$ cat src/rtl/uart_rx_deframer_if.sv
// Byte stream handshake out of the UART receiver: head byte plus valid/ready.
// master drives rx_data/rx_valid and samples rx_ready; slave is the consumer.
interface uart_rx_deframer_if;
   logic [7:0] rx_data;
   logic       rx_valid;
   logic       rx_ready;

   modport master (
      output rx_data,
      output rx_valid,
      input  rx_ready
   );

   modport slave (
      input  rx_data,
      input  rx_valid,
      output rx_ready
   );
endinterface

$ cat src/rtl/uart_rx_deframer.sv
// UART 8-N-1 / 8-E/O-1 receiver with a small byte FIFO on a valid/ready port.
// Ports: clk, rst_n, rxd (async line), rx_if (data/valid/ready), frame_err,
// parity_err, overrun (1-cycle pulses), busy (not idle).
module uart_rx_deframer #(
   parameter int CLKS_PER_BIT    = 667,
   parameter int PARITY          = 0,
   parameter int FIFO_DEPTH_LOG2 = 2
) (
   input  logic               clk,
   input  logic               rst_n,
   input  logic               rxd,
   uart_rx_deframer_if.master rx_if,
   output logic               frame_err,
   output logic               parity_err,
   output logic               overrun,
   output logic               busy
);
   localparam int AW    = FIFO_DEPTH_LOG2;
   localparam int PW    = AW + 1;
   localparam int DEPTH = 1 << AW;
   localparam logic [15:0] LAST = 16'(CLKS_PER_BIT - 1);
   localparam logic [15:0] HALF = 16'(CLKS_PER_BIT / 2 - 1);

   typedef enum logic [2:0] {
      S_IDLE,
      S_START,
      S_DATA,
      S_PAR,
      S_STOP,
      S_BREAK
   } state_e;

   logic [1:0]  sync_q;
   logic        rxs;
   state_e      state_q;
   logic [15:0] cnt_q;
   logic [2:0]  bit_q;
   logic [7:0]  shift_q;
   logic        pfail_q;
   logic        busy_q;
   logic        frame_err_q;
   logic        parity_err_q;
   logic        overrun_q;

   logic [7:0]  mem_q [DEPTH];
   logic [AW:0] wptr_q, rptr_q;
   logic [AW:0] wptr_d, rptr_d;
   logic [7:0]  data_q, head_d;
   logic        valid_q;

   logic bit_end, push, pop, full, push_ok;

   assign rxs     = sync_q[1];
   assign bit_end = (cnt_q == LAST);
   assign push    = (state_q == S_STOP) && bit_end && rxs && !pfail_q;
   assign pop     = valid_q && rx_if.rx_ready;
   assign full    = ((wptr_q - rptr_q) == PW'(DEPTH));
   // A pop in the same cycle frees the slot the full push lands in.
   assign push_ok = push && (!full || pop);
   assign wptr_d  = wptr_q + PW'(push_ok);
   assign rptr_d  = rptr_q + PW'(pop);

   // Next head: the byte being written bypasses the array when it
   // lands exactly where the read pointer will point.
   always_comb begin
      head_d = mem_q[rptr_d[AW-1:0]];
      if (push_ok && (rptr_d[AW-1:0] == wptr_q[AW-1:0]))
         head_d = shift_q;
   end

   always_ff @(posedge clk or negedge rst_n) begin
      if (!rst_n)
         sync_q <= 2'b11;
      else
         sync_q <= {sync_q[0], rxd};
   end

   always_ff @(posedge clk or negedge rst_n) begin
      if (!rst_n) begin
         state_q      <= S_IDLE;
         cnt_q        <= '0;
         bit_q        <= '0;
         shift_q      <= '0;
         pfail_q      <= 1'b0;
         busy_q       <= 1'b0;
         frame_err_q  <= 1'b0;
         parity_err_q <= 1'b0;
      end else begin
         frame_err_q  <= 1'b0;
         parity_err_q <= 1'b0;
         cnt_q        <= bit_end ? '0 : cnt_q + 16'd1;
         unique case (state_q)
            S_IDLE: begin
               cnt_q <= '0;
               if (!rxs) begin
                  state_q <= S_START;
                  busy_q  <= 1'b1;
                  pfail_q <= 1'b0;
               end
            end
            S_START: begin
               if (cnt_q == HALF) begin
                  cnt_q <= '0;
                  if (rxs) begin
                     state_q <= S_IDLE;
                     busy_q  <= 1'b0;
                  end else begin
                     state_q <= S_DATA;
                     bit_q   <= '0;
                  end
               end
            end
            S_DATA: begin
               if (bit_end) begin
                  shift_q <= {rxs, shift_q[7:1]};
                  bit_q   <= bit_q + 3'd1;
                  if (bit_q == 3'd7)
                     state_q <= (PARITY != 0) ? S_PAR : S_STOP;
               end
            end
            S_PAR: begin
               if (bit_end) begin
                  pfail_q <= rxs != ((PARITY == 2) ? ~^shift_q : ^shift_q);
                  state_q <= S_STOP;
               end
            end
            S_STOP: begin
               if (bit_end) begin
                  if (rxs) begin
                     parity_err_q <= pfail_q;
                     state_q      <= S_IDLE;
                     busy_q       <= 1'b0;
                  end else begin
                     frame_err_q <= 1'b1;
                     state_q     <= S_BREAK;
                  end
               end
            end
            S_BREAK: begin
               cnt_q <= '0;
               if (rxs) begin
                  state_q <= S_IDLE;
                  busy_q  <= 1'b0;
               end
            end
            default: begin
               state_q <= S_IDLE;
               busy_q  <= 1'b0;
            end
         endcase
      end
   end

   always_ff @(posedge clk) begin
      if (push_ok)
         mem_q[wptr_q[AW-1:0]] <= shift_q;
   end

   always_ff @(posedge clk or negedge rst_n) begin
      if (!rst_n) begin
         wptr_q    <= '0;
         rptr_q    <= '0;
         valid_q   <= 1'b0;
         data_q    <= '0;
         overrun_q <= 1'b0;
      end else begin
         wptr_q    <= wptr_d;
         rptr_q    <= rptr_d;
         overrun_q <= push && !push_ok;
         valid_q   <= (wptr_d != rptr_d);
         if (wptr_d != rptr_d)
            data_q <= head_d;
      end
   end

   assign rx_if.rx_data  = data_q;
   assign rx_if.rx_valid = valid_q;
   assign frame_err      = frame_err_q;
   assign parity_err     = parity_err_q;
   assign overrun        = overrun_q;
   assign busy           = busy_q;
endmodule

$ cat src/flat_wrapper.sv
// flat-port wrapper written by rule: the top's interface ports become plain ports
module uart_rx_deframer_flat 
#(
   parameter int CLKS_PER_BIT    = 667,
   parameter int PARITY          = 0,
   parameter int FIFO_DEPTH_LOG2 = 2
)
  (clk, rst_n, rxd, frame_err, parity_err, overrun, busy, rx_if_rx_data, rx_if_rx_valid, rx_if_rx_ready);
  uart_rx_deframer_if rx_if_i ();
  input  logic clk;
  input  logic rst_n;
  input  logic rxd;
  output logic frame_err;
  output logic parity_err;
  output logic overrun;
  output logic busy;
  output wire logic [$bits(rx_if_i.rx_data)-1:0] rx_if_rx_data;
  output wire logic [$bits(rx_if_i.rx_valid)-1:0] rx_if_rx_valid;
  input wire logic [$bits(rx_if_i.rx_ready)-1:0] rx_if_rx_ready;
  assign rx_if_rx_data = rx_if_i.rx_data;
  assign rx_if_rx_valid = rx_if_i.rx_valid;
  assign rx_if_i.rx_ready = rx_if_rx_ready;
  uart_rx_deframer #(.CLKS_PER_BIT(CLKS_PER_BIT), .PARITY(PARITY), .FIFO_DEPTH_LOG2(FIFO_DEPTH_LOG2)) u_core (.clk(clk), .rst_n(rst_n), .rxd(rxd), .rx_if(rx_if_i), .frame_err(frame_err), .parity_err(parity_err), .overrun(overrun), .busy(busy));
endmodule
$ cat config.mk
export PLATFORM = sky130hd
export DESIGN_NAME = uart_rx_deframer_flat
export DESIGN_NICKNAME = d
export VERILOG_FILES = /design/src/rtl/uart_rx_deframer_if.sv /design/src/rtl/uart_rx_deframer.sv /design/src/flat_wrapper.sv
export SDC_FILE = /design/constraint.sdc
export NUM_CORES = 1
export LEC_CHECK = 0
export BUFFER_PORTS_ARGS = -buffer_cell sky130_fd_sc_hd__buf_2
export CAP_MARGIN = 15
export CELL_PAD_IN_SITES_DETAIL_PLACEMENT = 1
export CELL_PAD_IN_SITES_GLOBAL_PLACEMENT = 2
export CORE_MARGIN = 1
export CORE_UTILIZATION = 39
export DETAILED_ROUTE_END_ITERATION = 6
export PLACE_DENSITY_LB_ADDON = 0.1
export SYNTH_ARGS = -nofsm -noshare
export SYNTH_HDL_FRONTEND = slang
export SYNTH_SLANG_ARGS = --single-unit
$ cat constraint.sdc
create_clock -name clk -period 3.17 [get_ports clk]
set_clock_uncertainty 0.2 [all_clocks]
set_input_delay 0.1585 -clock clk [delete_from_list [all_inputs] [get_ports clk]]
set_output_delay 0.1585 -clock clk [all_outputs]
set_load 0.02 [all_outputs]
* After elaboration in Yosys (flattened, before gate mapping)
Memories as Yosys holds them, arrays and structs flattened. A register that Yosys moved wholly into a read port is not among the register bits. Index checks and enable logic that the tools add are counted.
Storage, ports and cells: register bits after elaboration 44, latch bits 0, RAM bits 32, memory bits (read-only) 0, word-level logic and storage cells 93, memories 1
Memory list:
- u_core.mem_q | words 4, bits a word 8, read ports 1, clocked after Yosys merged registers in 1, wr ports 1, line uart_rx_deframer.sv:45 | logic [7:0] mem_q [DEPTH];
Operators by class: add/subtract/negate cells 5, $mul 0, div/mod/pow operators 0, magnitude comparators 0, equality and inequality tests 19, shifts and indexed selects 0, mux-type cells 32, bitwise gates (word level) 1, reduce and logical (&&, ||, !) cells 22
Operator list (count):
- 3-bit 2-to-1 mux | 11
- 16-bit 2-to-1 mux | 2
- 16-bit one-hot mux with 2 select lines | 1
- 3-bit one-hot mux with 6 select lines | 1
- 16-bit by 1-bit adder with 16-bit output, second input constant | 1
- 16-bit by 10-bit equality test with 1-bit output, second input constant | 1
- 16-bit by 9-bit equality test with 1-bit output, second input constant | 1
- 1-bit 2-to-1 mux | 13
- 3-bit equality test, second input constant | 4
- 2-bit by 1-bit inequality test with 1-bit output, second input constant | 6
- 4-bit AND reduction | 2
- 8-bit parity | 1
- 7-bit AND reduction | 1
- 3-bit by 1-bit adder with 3-bit output | 2
- 3-bit by 2-bit equality test with 1-bit output, second input constant | 2
- 1-bit logical AND | 6
- 3-bit one-hot mux with 2 select lines | 1
- 1-bit one-hot mux with 5 select lines | 1
- 1-bit logical NOT | 4
- 2-bit inequality test, second input constant | 2
- 2-bit AND reduction | 2
- 2-bit nonzero test | 2
- 2-bit OR reduction | 2
- 3-bit by 1-bit adder with 3-bit output, second input constant | 1
- 9 further kinds | 9

* Depth between registers and ports, before layout
Gate-level depths: netlist of the first run.
depth after elaboration 7, depth in mapped cells 16

* Worst setup path before layout of the first run
OpenSTA, ideal clock, no wires.
path type register to register, start register u_core.cnt_q[0], end register u_core.data_q[3] (netlist: u_core.rx_if.rx_data[3]), read port of u_core.mem_q, library setup time 0.126 ns, data arrival time 2.775 ns, path slack 0.070 ns, cell stages (with the launch flop) 17, clock period less this slack 3.100 ns, path through dfrtp_1 -> inv_1 -> ha_1 -> and4b_1 -> and4_2 -> buf_2 -> nand3_1 -> inv_1 -> ha_1 -> ha_1 -> xor2_1 -> xor2_1 -> or3_1 -> buf_2 -> buf_2 -> nor2_1 -> a21oi_1
On the way: longest elaborated chain between the ends 7
RTL lines:
- from (decl) | line uart_rx_deframer.sv:36 | logic [15:0] cnt_q;
- from (signal assigned) | line uart_rx_deframer.sv:91 | cnt_q <= bit_end ? '0 : cnt_q + 16'd1;
- 16-bit by 10-bit equality test with 1-bit output | line uart_rx_deframer.sv:54 | assign bit_end = (cnt_q == LAST);
- 1-bit logical AND (3 in a row) | line uart_rx_deframer.sv:55 | assign push = (state_q == S_STOP) && bit_end && rxs && !pfail_q;
- 1-bit logical AND | line uart_rx_deframer.sv:59 | assign push_ok = push && (!full || pop);
- 3-bit by 1-bit adder with 3-bit output | line uart_rx_deframer.sv:60 | assign wptr_d = wptr_q + PW'(push_ok);
- named net u_core.wptr_d[2] | line uart_rx_deframer.sv:47 | logic [AW:0] wptr_d, rptr_d;
- 3-bit inequality test | line uart_rx_deframer.sv:171 | if (wptr_d != rptr_d)
- to (decl) | line uart_rx_deframer.sv:48 | logic [7:0] data_q, head_d;
The timed path passes the listed nets, and every way through them passes these cells. A chain may end at the register's enable or synchronous reset.

* Worst setup path after layout of the first run
start register u_core.wptr_q[0], end register u_core.data_q[1] (netlist: u_core.rx_if.rx_data[1]), read port of u_core.mem_q
On the way: longest elaborated chain between the ends 7
RTL lines:
- from (decl) | line uart_rx_deframer.sv:46 | logic [AW:0] wptr_q, rptr_q;
- from (signal assigned) | line uart_rx_deframer.sv:167 | wptr_q <= wptr_d;
- 3-bit subtractor | line uart_rx_deframer.sv:57 | assign full = ((wptr_q - rptr_q) == PW'(DEPTH));
- 3-bit equality test | line uart_rx_deframer.sv:57
- 1-bit logical NOT | line uart_rx_deframer.sv:59
- 1-bit logical OR | line uart_rx_deframer.sv:59
- 1-bit logical AND | line uart_rx_deframer.sv:59
- 3-bit by 1-bit adder with 3-bit output (*) | line uart_rx_deframer.sv:60
- named net u_core.wptr_d[2] | line uart_rx_deframer.sv:47
- 3-bit inequality test (*) | line uart_rx_deframer.sv:171
Mark *: on every way through the listed nets, which the timed path passes. The rest lies on a longest branch.

==> summary.md, run 1 <==
| Metric | Value |
|---|---|
| Vias in the first global route | `2446` |
| Gr usage total | `17.2%` |
| Main area contributors after synthesis | `dfrtp_1 32%, edfxtp_1 25%, mux4_2 4.6%` |
| Share of the synthesized area in the top cell type | `around a third` |
| Placed wire-length estimate | `around 5500 um` |
| Hold WS | `0.137 ns` |
| Initial DRT Pass Iterations | `4` |
| Layout net count | `approximately 350` |
| Worst-Skew Late Latency | `0.35 ns` |
| Sequential share of the synthesized area | `between 50% and 60%` |
| Clock sink total | `84` |
| CTS H-tree depth | `3` |
| Delay of the slowest cell on the worst path | `0.43 ns` |
| Syn Inst Count | `between 200 and 300` |
| Power Density | `433 nW/um^2` |
| GR Overflow Total | `0` |
| RSZ-0062 raised after global routing | `false` |
| Drt total wl | `7980 um` |
| Antenna fix cells | `0` |
| Yosys warning count | `0` |
| Rows | `36` |
| FMAX | `about 340 MHz` |
| # IOs | `17` |
| Cell mode on critical path | `ha_1` |
| Final worst slack | `0.262 ns` |
| Slowest CP cell | `or3_4` |
| CP delay by family, top | `simple AND/OR/NAND/NOR gates` |
| CP arrival | `2.94 ns` |
| CP required | `3.20 ns` |
| Die footprint | `10300 sq um` |
| Asr flop ratio synth | `61.9%` |
| Final hold vios | `0` |
| Post-synthesis cell type count | `48` |
| DR iter-0 viols | `110` |
| Worst min-delay path class | `primary input to flop` |
| Outcome | `finished clean` |
| Global-route wire length before repair | `13100 um` |
| CP bufs+invs | `2` |
| Post-synth EDFFs | `32` |
| Mapped Nets | `311` |
| Initial antenna violation count | `0` |
| Synth area leader | `dfrtp_1` |
| DRC errors left | `0` |
| Flops & latches, synth | `84` |
| Syn_area_per_cell | `~13 sq um` |
| CP Capture Type | `flop` |
| Max Fanout on Critical Path | `17` |
| Least-Margin Pin Slew | `a little over 0.8 ns` |
| Largest net degree at the start of global routing | `35` |
| Tmin final | `2.91 ns` |
| Total Power | `1.91 mW` |
| Area Growth Syn to Fin | `13.9%` |
| Chip height | `102 um` |
| Core ar. | `9680 sq um` |
| Max_slew headroom | `~46%` |
| Clock-pin slew of the registers on the worst-case setup and hold paths | `0.09 ns` |
| Final Instance Area | `4420 sq um` |
| Vias per std cell | `between 5 and 6` |
| Clock root buffer master | `clkbuf_8` |
| Setup CP Type | `flop to flop` |
| Num CTS Buffers | `9` |
| Fin. max-slew vios | `0` |
| IO buf count | `16` |
| Area after DPL | `4200 sq um` |
| Initial Util | `between 40% and 50%` |
| CTS tree | `yes` |
| VDD IR-drop max | `0.000192 V` |
| Max-Cap Viols | `0` |
| Clock Path Buffers | `2` |
| DP Worst Slack | `-0.0178 ns` |
| Synth Flop Type | `dfrtp_1` |
| P_leak | `approximately 2 nW` |
| DR vias | `2366` |
| Crit share post-route | `about nine tenths` |
| Final setup violation count | `0` |
| Netlist Area Pre-Place | `3880 sq um` |
| Final ANT Viol Nets | `0` |
| Final GP Congestion | `0.743` |
| Routed WL per cell | `16.9 um` |
| Die Wd | `roughly 100 um` |
| Layout cells sized above 1 | `22.8%` |
| Sequence of cells on the critical path | `inv_1 > ha_1 > nor2b_1 > xnor2_1 > nand2_1 > nand3_1 > inv_1 > ha_1 > ha_1 > xor2_1 > xor2_1 > or3_4 > nor2_1 > a21oi_1` |
| Worst Setup Start Kind | `flop` |
[state kept, by name (all words and copies together) (netlist names), 3 cells and up]
name and cells:
u_core.wptr_q 3, u_core.state_q 3, u_core.bit_q 3, u_core.rx_if.rx_data 8
u_core.mem_q 32, u_core.cnt_q 16, u_core.rptr_q 3, u_core.shift_q 8
[cell usage after synthesis, types with 2 or more instances]
library cell and n:
a21oi_1 10, a22oi_1 2, and3_1 12, and4_1 2
and4_2 2, buf_2 5, buf_6 2, clkbuf_1 3
dfrtp_1 50, dfstp_2 2, edfxtp_1 32, ha_1 11
inv_1 9, mux2_2 8, mux2i_1 9, mux4_2 8
nand2_1 14, nand2b_1 3, nand3_1 11, nand4_1 2
nand4b_1 2, nor2_1 27, nor2b_1 5, nor3_1 5
nor4_1 2, o21ai_0 4, o2bb2ai_1 3, o31ai_1 2
xnor2_1 16, xor2_1 15
[layout make-up]
class	count	area, sq um
multi-input combinational	192	1520
clock buffer	10	128
fill	1019	5270
timing repair buffer	37	243
inverter	9	33.8
sequential	84	2260
tap	133	166
clock inverter	6	65.1
[where the power goes]
| group | internal [mW] | switching, mW |
|---|---|---|
| sequential | 1.12 | 0.00250 |
| clock | 0.366 | 0.402 |
| combinational | 0.00515 | 0.0156 |
[worst paths after layout]
kind / from / endpoint / slack, ns / cells past startpoint
setup / recovery: u_core.wptr_q[0] / u_core.rx_if.rx_data[1] / 0.26 / 14
hold / removal: rx_if_rx_ready / u_core.overrun / 0.14 / 5
setup reg to reg: u_core.wptr_q[0] / u_core.rx_if.rx_data[1] / 0.26 / 14
hold reg to reg: u_core.sync_q[0] / u_core.sync_q[1] / 0.17 / 0
max in group asynchronous: rst_n / u_core.sync_q[1] / 1.71 / 3
min in group asynchronous: rst_n / u_core.shift_q[0] / 0.25 / 2
[worst register-to-register path: stages, from the launching register on]
cell and delay, ns:
dfrtp_1 0.38, inv_1 0.11, ha_1 0.16, nor2b_1 0.15, xnor2_1 0.17, nand2_1 0.11
nand3_1 0.14, inv_1 0.08, ha_1 0.18, ha_1 0.19, xor2_1 0.16, xor2_1 0.15
or3_4 0.43, nor2_1 0.13, a21oi_1 0.05
[what timing repair did]
item / CTS / global route
cloned: 0 / 0
hold buffers: 2 / 0
endpoints found under the setup margin: 8 / 8
gates resized for setup: 1 / 0
setup buffers: 0 / 0
pin swaps: 0 / 1
hold endpoints to repair: 34 / 0
[kinds of logic (layout without fill, tap and decap cells)]
family	count (synthesis)	after routing	share of synthesized area [%]
AO/OA/AOI/OAI	28	28	5.19
XOR/XNOR	31	31	7.00
adder cells (fa/ha/maj)	11	11	3.55
buffers and inverters	20	62	2.58
flip-flops	84	84	58.4
multiplexers	25	25	9.29
AND/OR/NAND/NOR	97	97	14.0
[layer usage]
metal	global-route usage, %	wire [um]
met5	0	0
met2	26.6	3830
met3	3.73	150
met4	6.35	92
met1	23.9	3910
[per-stage QoR]
| step | instances | util, % | TNS (ns) |
|---|---|---|---|
| 2_1_floorplan | 296 | - | 0 |
| 3_3_place_gp | 453 | 43.4 | 0 |
| 3_5_place_dp | 453 | 43.4 | -0.0713 |
| 4_1_cts | 471 | 45.6 | 0 |
| 5_1_grt | 471 | 45.6 | 0 |
| 6_report | 471 | 45.6 | 0 |
[layout by cell type, fill, tap and decap left out, drive strengths merged, types with 9 or more instances in the layout]
cell / count
mux2i: 9
inv: 10
buf: 35
dfrtp: 50
clkbuf: 10
xnor2: 16
edfxtp: 32
nand2: 14
nand3: 11
nor2: 27
and3: 13
xor2: 15
a21oi: 10
ha: 11
Power figures use the tool's default switching activity.
==> run 2: changes to the inputs <==
--- a/config.mk
+++ b/config.mk
@@ -5,13 +5,13 @@
 export SDC_FILE = /design/constraint.sdc
 export NUM_CORES = 1
 export LEC_CHECK = 0
-export BUFFER_PORTS_ARGS = -buffer_cell sky130_fd_sc_hd__buf_2
 export CAP_MARGIN = 15
 export CELL_PAD_IN_SITES_DETAIL_PLACEMENT = 1
 export CELL_PAD_IN_SITES_GLOBAL_PLACEMENT = 2
 export CORE_MARGIN = 1
-export CORE_UTILIZATION = 39
+export CORE_UTILIZATION = 40
 export DETAILED_ROUTE_END_ITERATION = 6
+export DONT_BUFFER_PORTS = 1
 export PLACE_DENSITY_LB_ADDON = 0.1
 export SYNTH_ARGS = -nofsm -noshare
 export SYNTH_HDL_FRONTEND = slang
==> summary.md, run 2 (same netlist as run 1, synthesis figures left out) <==
| Metric | Value |
|---|---|
| Rows | `35 (was 36)` |
| Fill count | `961 (was 1019)` |
| Largest net degree at the start of global routing | `53 (was 35)` |
| DRC errors left | `0 (unchanged)` |
| Gr usage total | `17.4% (was 17.2%)` |
| DR iter-0 viols | `32 (was 110)` |
| Internal power | `1.59 mW (was 1.49 mW)` |
| Power Density | `456 nW/um^2 (was 433 nW/um^2)` |
| Final hold vios | `0 (unchanged)` |
| Initial Util | `41.6% (was 40.1%)` |
| FF-to-FF Start | `u_core.wptr_q[0] (unchanged)` |
| VDD IR-drop max | `0.000239 V (was 0.000192 V)` |
| FMAX | `342 MHz (was 344 MHz)` |
| Clock Path Buffers | `2 (unchanged)` |
| Setup CP Type | `flop to flop (unchanged)` |
| Clock sink total | `84 (unchanged)` |
| CTS tree | `yes (unchanged)` |
| Clock-pin slew of the registers on the worst-case setup and hold paths | `0.10 ns (was 0.09 ns)` |
| Worst Setup Start Kind | `flop (unchanged)` |
| Chip height | `100 um (was 102 um)` |
| Logic pwr share | `1.1% (about the same)` |
| Antenna fix cells | `0 (unchanged)` |
| Routed WL per cell | `17.4 um (was 16.9 um)` |
| Final GP Congestion | `0.711 (was 0.743)` |
| Commonest non-fill, non-tap cell in the layout | `dfrtp_1 (unchanged)` |
| Core ar. | `9330 sq um (was 9680 sq um)` |
| Layout cells sized above 1 | `21.7% (was 22.8%)` |
| Worst R2R End | `u_core.rx_if.rx_data[4] (was u_core.rx_if.rx_data[1])` |
| Vias per std cell | `5.22 (was 5.02)` |
| CTS H-tree depth | `3 (unchanged)` |
| Outcome | `finished clean (unchanged)` |
| Sequential share of power | `55.4% (was 58.8%)` |
| GR Overflow Total | `0 (unchanged)` |
| # IOs | `17 (unchanged)` |
| Global-route wire length before repair | `13200 um (was 13100 um)` |
| DR vias | `2380 (was 2366)` |
| CP arrival | `2.97 ns (was 2.94 ns)` |
| Final setup violation count | `0 (unchanged)` |
| IO buf count | `0 (was 16)` |
| Area Growth Syn to Fin | `14.8% (was 13.9%)` |
| Worst-Skew Late Latency | `0.36 ns (was 0.35 ns)` |
| Hold WS | `0.118 ns (was 0.137 ns)` |
| Area after DPL | `4120 sq um (was 4200 sq um)` |
| Net switching fraction of the power | `21.9% (was 22.0%)` |
| Layout net count | `337 (was 348)` |
| Placed wire-length estimate | `5280 um (was 5460 um)` |
| Die Wd | `100 um (was 102 um)` |
| Most frequent cells in the layout | `49 x dfrtp_1, 32 x edfxtp_1, 27 x nor2_1 (was 50 x dfrtp_1, 32 x edfxtp_1, 27 x nor2_1)` |
| Initial antenna violation count | `0 (unchanged)` |
| Crit share post-route | `92.2% (was 91.7%)` |
| Final ANT Viol Nets | `0 (unchanged)` |
| Final Instance Area | `4450 sq um (was 4420 sq um)` |
| Initial DRT Pass Iterations | `3 (was 4)` |
| P_leak | `2.02 nW (was 2.06 nW)` |
| Max FFs per register | `32 (unchanged)` |
| Worst R2R Path Depth | `14 (unchanged)` |
| Max_slew headroom | `64.1% (was 46.2%)` |
| Clock root buffer master | `clkbuf_8 (unchanged)` |
| Drt total wl | `7950 um (was 7980 um)` |
| Fin. max-slew vios | `0 (unchanged)` |
| Max Fanout on Critical Path | `5 (was 17)` |
| Worst min-delay path class | `primary input to asynchronous set/reset pin (was primary input to flop)` |
| Clock Power Share | `43.5% (was 40.2%)` |
| Vias in the first global route | `2550 (was 2446)` |
| CP required | `3.22 ns (was 3.20 ns)` |
| NetSw | `0.445 mW (was 0.420 mW)` |
| Least-Margin Pin Slew | `0.539 ns (was 0.807 ns)` |
| FF-to-FF setup slack | `0.25 ns (was 0.26 ns)` |
| Num CTS Buffers | `9 (unchanged)` |
| CP Capture Type | `flop (unchanged)` |
| Tmin final | `2.92 ns (was 2.91 ns)` |
| Die footprint | `10100 sq um (was 10300 sq um)` |
| Max-Cap Viols | `0 (unchanged)` |
## run 2: changes by cell type in the layout (fill, tap and decap cells not counted), moves of 2 or more
| cell | previous run | this run |
|---|---|---|
| buf_2 | 16 | 0 |
| buf_4 | 19 | 21 |
| clkinv_2 | 2 | 0 |
| or3_4 | 1 | 3 |
## run 2: what timing repair did
action,CTS,global route
pin swaps,0,3
endpoints found under the hold margin,53,0
setup endpoints to repair,8,9
hold buffers,3,0
resized for setup,1,6
cloned,0,2
setup buffers,0,1
## run 2: cell type report
type,count,area [sq um],share of cell area [%]
Clock inverter,7,106,2.39
Inverter,9,33.8,0.759
Multi-Input combinational cell,194,1560,35.0
Clock buffer,9,124,2.78
Tap cell,129,161,3.62
Timing Repair Buffer,24,205,4.61
Sequential cell,84,2270,50.9
## run 2: layer usage
| layer | wire length, um | global-route usage (%) |
|---|---|---|
| met2 | 3980 | 28.4 |
| met1 | 3720 | 23.2 |
| met4 | 115 | 7.36 |
| met3 | 137 | 2.84 |
| met5 | 0 | 0 |
## run 2: worst max path at each step
stage / start / to / slack, ns / cells past startpoint
2_1_floorplan: u_core.cnt_q[0] / u_core.rx_if.rx_data[3] / 0.07 / 16
3_3_place_gp: u_core.cnt_q[12] / u_core.rx_if.rx_data[1] / 0.09 / 11
3_5_place_dp: u_core.wptr_q[0] / u_core.rx_if.rx_data[4] / -0.08 / 14
4_1_cts: u_core.wptr_q[0] / u_core.rx_if.rx_data[4] / 0.08 / 14
5_1_grt: u_core.wptr_q[0] / u_core.rx_if.rx_data[3] / -0.01 / 14
6_report: u_core.wptr_q[0] / u_core.rx_if.rx_data[4] / 0.25 / 14
## run 2: stage by stage
| step | instances | utilization, % | TNS, ns | power (mW) | worst slack, ns |
|---|---|---|---|---|---|
| global placement | 434 | 44.2 | 0 | 1.15 | 0.0882 |
| floorplan | 296 | - | 0 | 1.15 | 0.0696 |
| CTS | 453 | 47.2 | 0 | 2.06 | 0.0848 |
| finish | 456 | 47.7 | 0 | 2.03 | 0.246 |
| detailed placement | 434 | 44.2 | -0.606 | 1.15 | -0.0842 |
| global route | 456 | 47.7 | -0.0127 | 2.11 | -0.00961 |
## run 2: power by group through the flow
stage	Clock (mW)	Combinational, mW	Sequential, mW
after floorplan	0	0.00412	1.15
after global placement	0	0.00325	1.15
after detailed placement	0	0.00319	1.15
after CTS	0.911	0.0242	1.13
after global routing	0.955	0.0265	1.13
final	0.884	0.0225	1.12
## run 2: worst max-delay path, cell delays in order, from the launching register on
cell     delay, ns
dfrtp_2       0.42
inv_1         0.08
ha_1          0.17
nor2b_2       0.15
xnor2_1       0.18
nand2_1       0.12
nand3_2       0.11
inv_1         0.07
ha_1          0.19
ha_1          0.20
xor2_2        0.16
xor2_1        0.18
or3_4         0.42
nor2_1        0.11
a21oi_1       0.05
